[src/rtl/kcpsmx3_inc.sv]
// Shared definitions for the BRAM arbiter: lock-state encoding and requester count.
package kcpsmx3_inc;

    typedef enum logic [1:0] {ARB_IDLE, ARB_OWN0, ARB_OWN1} bram_arb_state_t;

    localparam int BRAM_ARB_PORTS = 2;

endpackage

[src/rtl/bram_arb_pick.sv]
// Combinational winner selection for bram_arbiter, producing a one-hot grant.
// Ties in IDLE are round-robin when BRAM_ARB_RR_EN is defined, else port 0 has fixed priority.
module bram_arb_pick
    import kcpsmx3_inc::*;
(
    input  logic                      req0_i,
    input  logic                      req1_i,
    input  bram_arb_state_t           state_i,
`ifdef BRAM_ARB_RR_EN
    input  logic                      lastWin_i,
`endif
    output logic [BRAM_ARB_PORTS-1:0] gnt_o
);

    always_comb begin
        gnt_o = '0;
        case (state_i)
            ARB_OWN0: gnt_o[0] = req0_i;
            ARB_OWN1: gnt_o[1] = req1_i;
            ARB_IDLE: begin
                if (req0_i && req1_i) begin
`ifdef BRAM_ARB_RR_EN
                    // lastWin_i = 1 means port 1 won last, so port 0 takes this tie.
                    gnt_o[0] = lastWin_i;
                    gnt_o[1] = ~lastWin_i;
`else
                    gnt_o[0] = 1'b1;
`endif
                end else begin
                    gnt_o[0] = req0_i;
                    gnt_o[1] = req1_i;
                end
            end
            default: gnt_o = '0;
        endcase
    end

endmodule

[src/rtl/bram_arbiter.sv]
// Two-port arbiter in front of a single-port blockram with a lock FSM for bursts.
// Optional round-robin tie-break is enabled with the BRAM_ARB_RR_EN macro.
module bram_arbiter
    import kcpsmx3_inc::*;
#(
    parameter int WIDTH = 8,
    parameter int DEPTH = 10
)
(
    input  logic             clk,
    input  logic             rst_n,
    input  logic             req0,
    input  logic             req1,
    input  logic             we0,
    input  logic             we1,
    input  logic             lock0,
    input  logic             lock1,
    input  logic [DEPTH-1:0] ad0,
    input  logic [DEPTH-1:0] ad1,
    input  logic [WIDTH-1:0] din0,
    input  logic [WIDTH-1:0] din1,
    output logic             gnt0,
    output logic             gnt1,
    output logic             rvalid0,
    output logic             rvalid1,
    output logic [WIDTH-1:0] rdata0,
    output logic [WIDTH-1:0] rdata1,
    output logic             ram_en,
    output logic             ram_we,
    output logic [DEPTH-1:0] ram_ad,
    output logic [WIDTH-1:0] ram_din,
    input  logic [WIDTH-1:0] ram_dout
);

    bram_arb_state_t           state_q, state_d;
    logic [BRAM_ARB_PORTS-1:0] pick;
    logic [BRAM_ARB_PORTS-1:0] gnt;
    logic [DEPTH-1:0]          ad_q;
    logic [WIDTH-1:0]          din_q;
    logic                      rvalid0_q, rvalid1_q;

`ifdef BRAM_ARB_RR_EN
    logic lastWin_q;

    always_ff @(posedge clk or negedge rst_n) begin
        if (!rst_n) begin
            lastWin_q <= 1'b1;
        end else if (|gnt) begin
            lastWin_q <= gnt[1];
        end
    end
`endif

    bram_arb_pick u_pick (
        .req0_i    (req0),
        .req1_i    (req1),
        .state_i   (state_q),
`ifdef BRAM_ARB_RR_EN
        .lastWin_i (lastWin_q),
`endif
        .gnt_o     (pick)
    );

    // Requesters may hold req high through reset; no command may reach the RAM then.
    assign gnt = pick & {BRAM_ARB_PORTS{rst_n}};

    always_ff @(posedge clk or negedge rst_n) begin
        if (!rst_n) begin
            state_q <= ARB_IDLE;
        end else begin
            state_q <= state_d;
        end
    end

    always_comb begin
        state_d = state_q;
        case (state_q)
            ARB_IDLE: begin
                if (gnt[0] && lock0) begin
                    state_d = ARB_OWN0;
                end else if (gnt[1] && lock1) begin
                    state_d = ARB_OWN1;
                end
            end
            ARB_OWN0: if (!lock0) state_d = ARB_IDLE;
            ARB_OWN1: if (!lock1) state_d = ARB_IDLE;
            default:  state_d = ARB_IDLE;
        endcase
    end

    // Address and write data fall back to the held copy whenever nothing is granted.
    always_comb begin
        gnt0    = gnt[0];
        gnt1    = gnt[1];
        ram_en  = |gnt;
        ram_we  = 1'b0;
        ram_ad  = ad_q;
        ram_din = din_q;
        if (gnt[0]) begin
            ram_we  = we0;
            ram_ad  = ad0;
            ram_din = din0;
        end else if (gnt[1]) begin
            ram_we  = we1;
            ram_ad  = ad1;
            ram_din = din1;
        end
    end

    always_ff @(posedge clk or negedge rst_n) begin
        if (!rst_n) begin
            ad_q      <= '0;
            din_q     <= '0;
            rvalid0_q <= 1'b0;
            rvalid1_q <= 1'b0;
        end else begin
            ad_q      <= ram_ad;
            din_q     <= ram_din;
            rvalid0_q <= gnt[0] & ~we0;
            rvalid1_q <= gnt[1] & ~we1;
        end
    end

    assign rvalid0 = rvalid0_q;
    assign rvalid1 = rvalid1_q;
    assign rdata0  = rvalid0_q ? ram_dout : '0;
    assign rdata1  = rvalid1_q ? ram_dout : '0;

endmodule
[config.mk]
export PLATFORM = sky130hd
export DESIGN_NAME = bram_arbiter
export DESIGN_NICKNAME = d
export VERILOG_FILES = /design/src/rtl/kcpsmx3_inc.sv /design/src/rtl/bram_arb_pick.sv /design/src/rtl/bram_arbiter.sv
export SDC_FILE = /design/constraint.sdc
export NUM_CORES = 1
export LEC_CHECK = 0
export CAP_MARGIN = 25
export CORE_MARGIN = 2
export CORE_UTILIZATION = 25
export CTS_CLUSTER_DIAMETER = 200
export CTS_CLUSTER_SIZE = 25
export DETAILED_ROUTE_END_ITERATION = 8
export PLACE_DENSITY_LB_ADDON = 0.12
export SETUP_SLACK_MARGIN = 0.15
export SYNTH_ARGS = -nofsm -noshare
export SYNTH_HDL_FRONTEND = slang
export SYNTH_HIERARCHICAL = 1
export SYNTH_SLANG_ARGS = --single-unit
[constraint.sdc]
create_clock -name clk -period 1.3 [get_ports clk]
set_input_delay 0.13 -clock clk [delete_from_list [all_inputs] [get_ports clk]]
set_output_delay 0.13 -clock clk [all_outputs]
set_load 0.01 [all_outputs]
Word-level counts from Yosys, hierarchy flattened
Cells that the tools add are included.

storage, ports and cells
  flip-flop bits (word level) = 22
  input port bits = 52
  output and inout port bits = 40
  word-level logic and storage cells = 38

operators by class
  eq/ne operators = 5
  multiplexer cells = 17
  bitwise operators = 5
  reduce and logical (&&, ||, !) cells = 6

operator list
  kind                                                                    count
  8-bit 2-to-1 mux                                                        4
  10-bit 2-to-1 mux                                                       2
  2-bit 2-to-1 mux                                                        4
  2-bit case mux with 3 select lines                                      1
  1-bit 2-to-1 mux                                                        4
  2-bit != test (second input constant)                                   2
  1-bit case mux with 2 select lines                                      2
  1-bit logical AND                                                       3
  3-bit != test (second input constant)                                   1
  3-bit AND reduction                                                     1
  1-bit bitwise AND                                                       2
  2-bit bitwise AND                                                       1
  2-bit by 1-bit equality test with 1-bit output (second input constant)  1
  2-bit equality test (second input constant)                             1
  2-bit zero test                                                         1
  1-bit inverter                                                          2
  2-bit OR reduction                                                      1

Logic depth before layout (Yosys ltp)
Gate-level depths: netlist (run 1).

  depth after elaboration = 8
  mapped depth = 6
  depth with buffers taken out = 5

Cells and area by module
The synthesis (run 1) kept the hierarchy.

by module, submodules not included
  module         instances  cells each  area an instance (µm²)  sequential area each (µm²)
  bram_arbiter   1          112         1,108.6                 550.5
  bram_arb_pick  1          2           26.3                    0.0

Worst setup path after synthesis (run 1)
No wires, ideal clock.

  path kind = register to output
  start = reg state_q[1]
  end = out ram_ad[0]
  data arrival time = 1.217 ns
  data required time = 1.170 ns
  slack = -0.047 ns
  cell stages (with the launch flop) = 7
  path buffers = 1
  path through = dfrtp_1 -> nor2b_4 -> nor3b_2 -> nand2_2 -> buf_6 -> mux2i_1 -> o21ai_1

between the ends
  elaborated cells between the ends (all ways) = 8
  those cells by class = eq/ne: 2; mux: 4; bitwise: 1; reduce/logical: 1

RTL lines
  what                                                                                      line                 RTL
  start: declaration                                                                        bram_arbiter.sv:35   bram_arb_state_t state_q, state_d;
  start signal: assignment                                                                  bram_arbiter.sv:71   state_q <= state_d;
  2-bit by 1-bit equality test with 1-bit output / 2-bit zero test (equally long branches)  bram_arb_pick.sv:17  case (state_i)
  1-bit case mux with 2 select lines (*)                                                    bram_arb_pick.sv:17
  named net pick[0]                                                                         bram_arbiter.sv:36   logic [BRAM_ARB_PORTS-1:0] pick;
  2-bit bitwise AND (*)                                                                     bram_arbiter.sv:65   assign gnt = pick & {BRAM_ARB_PORTS{rst_n}};
  10-bit 2-to-1 mux (*)                                                                     bram_arbiter.sv:99   if (gnt[0]) begin
  end: declaration                                                                          bram_arbiter.sv:30   output logic [DEPTH-1:0] ram_ad,

Mark *: on every way through the listed nets, which the timed path passes. The rest lies on a longest branch.

Worst setup path after layout (run 1)
  start = reg state_q[1]
  end = out ram_din[5]

between the ends
  elaborated cells between the ends (all ways) = 8
  those cells by class = eq/ne: 2; mux: 4; bitwise: 1; reduce/logical: 1

RTL lines
  what                                                                                      line                 RTL
  2-bit by 1-bit equality test with 1-bit output / 2-bit zero test (equally long branches)  bram_arb_pick.sv:17
  1-bit case mux with 2 select lines (*)                                                    bram_arb_pick.sv:17
  named net pick[0]                                                                         bram_arbiter.sv:36
  2-bit bitwise AND (*)                                                                     bram_arbiter.sv:65
  8-bit 2-to-1 mux (*)                                                                      bram_arbiter.sv:99
  end: declaration                                                                          bram_arbiter.sv:31   output logic [WIDTH-1:0] ram_din,

Marked as above.

==> results of run 1 <==
-- worst max-delay path, stage by stage, from the launching register on --
cell and delay, ps:
dfrtp_1 400, nor2b_4 60, nor3b_2 170, nand2_2 120, buf_12 170, mux2i_4 180, o21ai_2 120, buf_2 140
-- routing by layer --
metal  share of wire  track usage  up-vias  wire, microns
met5               0            0        -              0
met3           0.085      0.04219        0            323
met2            0.52       0.2695       56           2001
li1                -            -      628              -
met4               0      0.01677        0              0
met1            0.39       0.1785      577           1492
-- registers in the layout, indices dropped and copies added, names as in the netlist --
| signal | flops |
|---|---|
| ad_q | 10 |
| din_q | 8 |
| rvalid0 | 1 |
| rvalid1 | 1 |
| state_q | 2 |
-- cell usage after synthesis --
cell type / count
a21oi_1: 2
a22o_1: 1
and2_1: 16
buf_2: 2
buf_6: 3
clkbuf_2: 1
dfrtp_1: 22
inv_1: 2
inv_2: 1
mux2i_1: 18
nand2_1: 20
nand2_2: 1
nand2b_1: 1
nor2_1: 3
nor2b_4: 1
nor3b_2: 1
o211a_1: 1
o21ai_0: 3
o21ai_1: 15
-- through the flow --
step           area, sq um    util
2_1_floorplan         1202       -
3_3_place_gp          2277  0.5230
3_5_place_dp          2277  0.5230
4_1_cts               2439  0.5601
5_1_grt               2559  0.5876
6_report              2559  0.5876
-- final cells by class --
cell class | count | area share
Timing Repair Buffer | 121 | 0.4738
Multi-Input combinational cell | 83 | 0.2611
Sequential cell | 22 | 0.2161
Tap cell | 52 | 0.02543
Clock buffer | 3 | 0.01614
Inverter | 3 | 0.007335
-- kinds of logic (layout without fill, tap and decap cells) --
kind of cell           count (synthesis)  count (layout)  synth area share
AND/OR/NAND/NOR                       43              43            0.1985
AO/OA/AOI/OAI                         22              22            0.1047
flip-flops                            22              22            0.4851
multiplexers                          18              18            0.1588
buffers and inverters                  9             127           0.05292
-- where the power goes --
| part | switching (mW) | total, mW | internal (mW) | leakage (nW) |
|---|---|---|---|---|
| Clock | 0.198 | 0.404 | 0.206 | 0.0216 |
| Sequential | 0.0361 | 0.820 | 0.784 | 0.271 |
| Combinational | 0.342 | 0.831 | 0.489 | 0.972 |
| Total | 0.576 | 2.05 | 1.48 | 1.26 |
-- layout by cell type, fill, tap and decap left out --
cell type	n
clkbuf_16	1
nor2b_4	1
and2_4	15
nor2_1	3
buf_12	5
nand2_2	1
buf_6	29
nand2_1	19
inv_8	1
inv_1	2
clkdlybuf4s50_1	51
a22o_1	1
mux2i_4	1
a21oi_1	1
clkbuf_8	3
buf_4	12
nand2_4	1
nand2b_1	1
and2_1	1
clkbuf_2	1
buf_2	20
a21oi_2	1
o21ai_2	18
mux2i_2	4
dfrtp_1	20
dfrtp_2	2
buf_16	2
mux2i_1	13
nor3b_2	1
o211a_1	1
-- path summary, 6_finish.rpt --
kind,from,to,slack (ps),cells after the start
hold reg to reg,ad_q[4]$_DFF_PN0_,ad_q[4]$_DFF_PN0_,550,2
max in group asynchronous,rst_n,rvalid0$_DFF_PN0_,720,2
hold / removal,rst_n,din_q[6]$_DFF_PN0_,380,2
setup reg to reg,state_q[1]$_DFFE_PN0P_,state_q[1]$_DFFE_PN0P_,-180,8
setup / recovery,state_q[1]$_DFFE_PN0P_,ram_din[5],-450,7
min in group clk,ad0[2],ad_q[2]$_DFF_PN0_,430,3
-- timing repair --
item / 4_1_cts / 5_1_grt
cloned: 2 / 1
buffers inserted: 12 / 2
setup endpoints to repair: 59 / 60
resized for setup: 198 / 24
pin swaps: 1 / 6
==> impl_metrics.py, run 1 <==
metrics = {
    "placement": {
        "dp_hpwl_microns": 2646,
        "routabilityCongestion": 0.7670,
        "place_ws_ps": -790.7,
        "port-buffer-count": 91,
        "place_inst": 264,
    },
    "synth": {
        "syn_area_sq_um": 1135,
        "syn_avg_cell_area_sq_um": 9.955,
        "synthTopCellsByArea": "dfrtp_1, mux2i_1, and2_1",
        "ys_ff_latch": 22,
        "yosysTopAreaCellShare": 0.4851,
        "seq_area_frac_synth": 0.4851,
        "synthCells": 114,
        "synthDistinctLibCells": 19,
        "yosysWarnings": 6,
        "synth_area_leader_cell": "dfrtp_1",
        "syn_nets": 166,
    },
    "detailed_routing": {
        "vias_per_cell": 4.440,
        "first_iter_violations": 12,
        "drc": 0,
        "antenna_left": 0,
        "wirelength_microns": 3817,
        "drt_pre_antenna_iters": 2,
        "wl_per_cell_microns": 13.44,
        "vias": 1261,
    },
    "setup_path": {
        "crit_path_end_kind": "primary output",
        "cp_max_fo": 9,
        "worstSetupPathType": "reg2out",
        "crit_required_ps": 1170,
        "arrival_ps": 1620,
        "start_kind": "flip-flop",
    },
    "pwr": {
        "p_total_mw": 2.055,
        "vdd_drop_max_mv": 0.8230,
        "power.density_nw_per_um2": 803.0,
        "p_leak_nw": 1.265,
    },
    "sta": {
        "slew_viol_final": 0,
        "tightest_slew_ps": 254.7,
        "fin_crit_ps": 1750,
        "rsz0062_at_grt": "yes",
        "worst_slack_ps": -450.0,
        "maxSlewHeadroom": 0.8297,
        "fmax_mhz": 571.4,
        "hold_viol": 0,
        "setup-tns-final_ps": -9344,
        "finClkSkew_ps": 4.609,
        "setup_viol": 32,
        "fin_crit_sh": 1.346,
        "hold-worst-slack_ps": 375.0,
    },
    "grt": {
        "grt_pass1_wl_microns": 6058,
        "grt_start_max_net_pins": 15,
        "antenna_found_initial": 0,
        "grt_pass1_vias": 1259,
        "track_usage": 0.1480,
        "grt_overflow": 0,
    },
    "clock_tree": {
        "cts.clk_slew.worst_paths_ps": 70,
        "root_buffer": "clkbuf_8",
        "cts_hold_buf": 0,
        "cts_made_buffers": 3,
        "h-tree-depth": 1,
        "cts_tree": "done",
        "clk_path_buf_depth": 2,
        "insertion_delay_ps": 250,
        "cts.sinks": 22,
    },
    "floorplan": {
        "die-area_sq_um": 5094,
        "top_level_ports": 92,
        "start_util": 0.2606,
        "rows": 24,
        "dieHeight_microns": 71.38,
        "design.core.area_sq_um": 4354,
        "die_w_microns": 71.38,
    },
    "final_layout": {
        "num_antenna_cells": 0,
        "fillers": 378,
        "regArea_sq_um": 553.0,
        "syn2layout_area_growth_pct": 125.5,
        "layout-drive-gt1-share": 0.5129,
        "multi_input_area_sq_um": 668.1,
        "num-nets-final": 286,
        "final_cells": 284,
    },
    "outcome": {
        "outcome": "finished with violations",
        "violations": "negative setup slack",
    },
    "min_path": {
        "min_path_type": "in2async",
    },
    "job": {
        "max-cap-violations": 0,
    },
}
Note: power is estimated with default switching activity, not from simulation.
==> inputs of run 2 (changes only) <==
CORE_UTILIZATION = 23   (was 25)
SKIP_LAST_GASP = 1   (was default)
==> impl_metrics.py, run 2 (same netlist as run 1, synthesis figures left out) <==
metrics = {
    "floorplan": {
        "die_w_microns": 74.25,
        "die-area_sq_um": 5512,
        "design.core.area_sq_um": 4755,
        "start_util": 0.2387,
        "dieHeight_microns": 74.25,
        "rows": 25,
        "top_level_ports": 92,
    },
    "outcome": {
        "outcome": "finished with violations",
        "violations": "negative setup slack",
    },
    "setup_path": {
        "cp_max_fo": 5,
        "worstSetupPathType": "reg2out",
        "worstSetupEndpoint": "ram_ad[7]",
        "ff2ff_path_depth": 10,
        "cp_slowest_cell": "dfrtp_1",
        "crit_required_ps": 1170,
        "start_kind": "flip-flop",
        "worst_r2r_endpoint": "state_q[1]$_DFFE_PN0P_",
        "crit_path_end_kind": "primary output",
        "crit_start": "state_q[1]$_DFFE_PN0P_",
        "crit_chain": "nor2b_4 > nor3b_2 > nand2_2 > buf_6 > buf_12 > mux2i_1 > o21ai_2 > buf_2",
        "path_delay_family": "buffers and inverters",
        "path_buf_inv": 3,
        "arrival_ps": 1700,
        "crit_path_max_incr_delay_ps": 400,
        "crit_cells": 8,
        "r2r-start": "state_q[1]$_DFFE_PN0P_",
        "ff2ff_setup_slack_ps": -360,
    },
    "placement": {
        "dp_hpwl_microns": 2858,
        "place_ws_ps": -807.0,
        "port-buffer-count": 91,
        "placed_cell_area_sq_um": 2303,
        "routabilityCongestion": 0.6780,
    },
    "sta": {
        "hold-worst-slack_ps": 303.1,
        "finClkSkew_ps": 0.7647,
        "fin_crit_sh": 1.410,
        "tightest_slew_ps": 233.0,
        "fmax_mhz": 545.6,
        "fin_crit_ps": 1833,
        "maxSlewHeadroom": 0.8442,
        "rsz0062_at_grt": "yes",
        "slew_viol_final": 0,
        "hold_viol": 0,
        "worst_slack_ps": -533.0,
        "setup_viol": 44,
    },
    "clock_tree": {
        "clk_path_buf_depth": 2,
        "cts_made_buffers": 3,
        "cts_hold_buf": 0,
        "insertion_delay_ps": 260,
        "h-tree-depth": 1,
        "root_buffer": "clkbuf_8",
        "cts.sinks": 22,
        "cts_tree": "done",
        "cts.clk_slew.worst_paths_ps": 80,
    },
    "final_layout": {
        "num-nets-final": 300,
        "num_antenna_cells": 0,
        "largestRegisters": "ad_q (10), din_q (8), state_q (2)",
        "layout_common_cells": "clkdlybuf4s50_1, buf_6, dfrtp_1, buf_4",
        "max_flop_register": "ad_q",
        "fillers": 427,
        "syn2layout_area_growth_pct": 140.9,
        "multi_input_area_sq_um": 695.7,
        "fin_util": 0.5750,
        "layout-drive-gt1-share": 0.5569,
        "largest_reg_flops": 10,
        "final_common_cell": "clkdlybuf4s50_1",
        "regArea_sq_um": 553.0,
        "design_area_sq_um": 2734,
    },
    "detailed_routing": {
        "antenna_left": 0,
        "wl_per_cell_microns": 13.59,
        "drc": 0,
        "vias": 1309,
        "wirelength_microns": 4254,
        "drt_pre_antenna_iters": 4,
        "first_iter_violations": 17,
        "vias_per_cell": 4.182,
    },
    "pwr": {
        "vdd_drop_max_mv": 0.4863,
        "power.density_nw_per_um2": 779.9,
        "p_leak_nw": 1.324,
    },
    "grt": {
        "grt_pass1_wl_microns": 6044,
        "grt_overflow": 0,
        "track_usage": 0.1438,
        "antenna_found_initial": 0,
        "grt_start_max_net_pins": 21,
        "grt_pass1_vias": 1273,
    },
    "min_path": {
        "min_path_type": "in2async",
    },
    "job": {
        "max-cap-violations": 0,
    },
}
run 2: per-stage QoR:
| stage | total power [mW] | TNS, ps | std cells |
|---|---|---|---|
| finish | 2.132 | -11950 | 313 |
| global route | 2.262 | -16440 | 313 |
| CTS | 2.050 | -11850 | 303 |
| detailed placement | 1.641 | -22160 | 280 |
| global placement | 1.626 | -21690 | 280 |
| floorplan | 1.139 | -23.71 | 114 |
run 2: how the worst min path moves through the flow:
stage	from	endpoint	cells after the start
after global placement	din_q[3]$_DFF_PN0_	din_q[3]$_DFF_PN0_	2
after floorplan	rst_n	ad_q[0]$_DFF_PN0_	0
after detailed placement	ad_q[8]$_DFF_PN0_	ad_q[8]$_DFF_PN0_	2
after global routing	rst_n	state_q[0]$_DFFE_PN0P_	2
final	rst_n	state_q[0]$_DFFE_PN0P_	2
after CTS	rst_n	state_q[0]$_DFFE_PN0P_	2
run 2: timing repair:
action                                  in CTS  in global routing
buffers inserted                            19                  7
endpoints found under the setup margin      59                 59
gates resized for setup                    178                 57
gates cloned                                 1                  3
pin swaps                                    4                  6
hold endpoints to repair                     0                  0
run 2: area by class of cell:
cell class	instances	area share
timing repair buffer	135	0.4906
tap	67	0.03066
sequential	22	0.2023
multi-input combinational	83	0.2545
inverter	3	0.006865
clock buffer	3	0.01510
run 2: layer usage:
metal,GRT usage,share of wire,up-vias
met4,0.04762,0.013,0
met5,0,0,-
met1,0.1793,0.41,596
met2,0.2500,0.52,50
met3,0.02846,0.054,6
li1,-,-,657
run 2: power by group:
| group | total (mW) | switching, mW | internal, mW |
|---|---|---|---|
| logic | 0.885 | 0.357 | 0.528 |
| clock network | 0.421 | 0.214 | 0.207 |
| registers | 0.826 | 0.0429 | 0.784 |
| total | 2.13 | 0.614 | 1.52 |
==> inputs of run 3 (changes only) <==
CAP_MARGIN = default   (was 25)
==> results of run 3 <==
No change in the layout: final DEF, timing and power equal those of run 2.
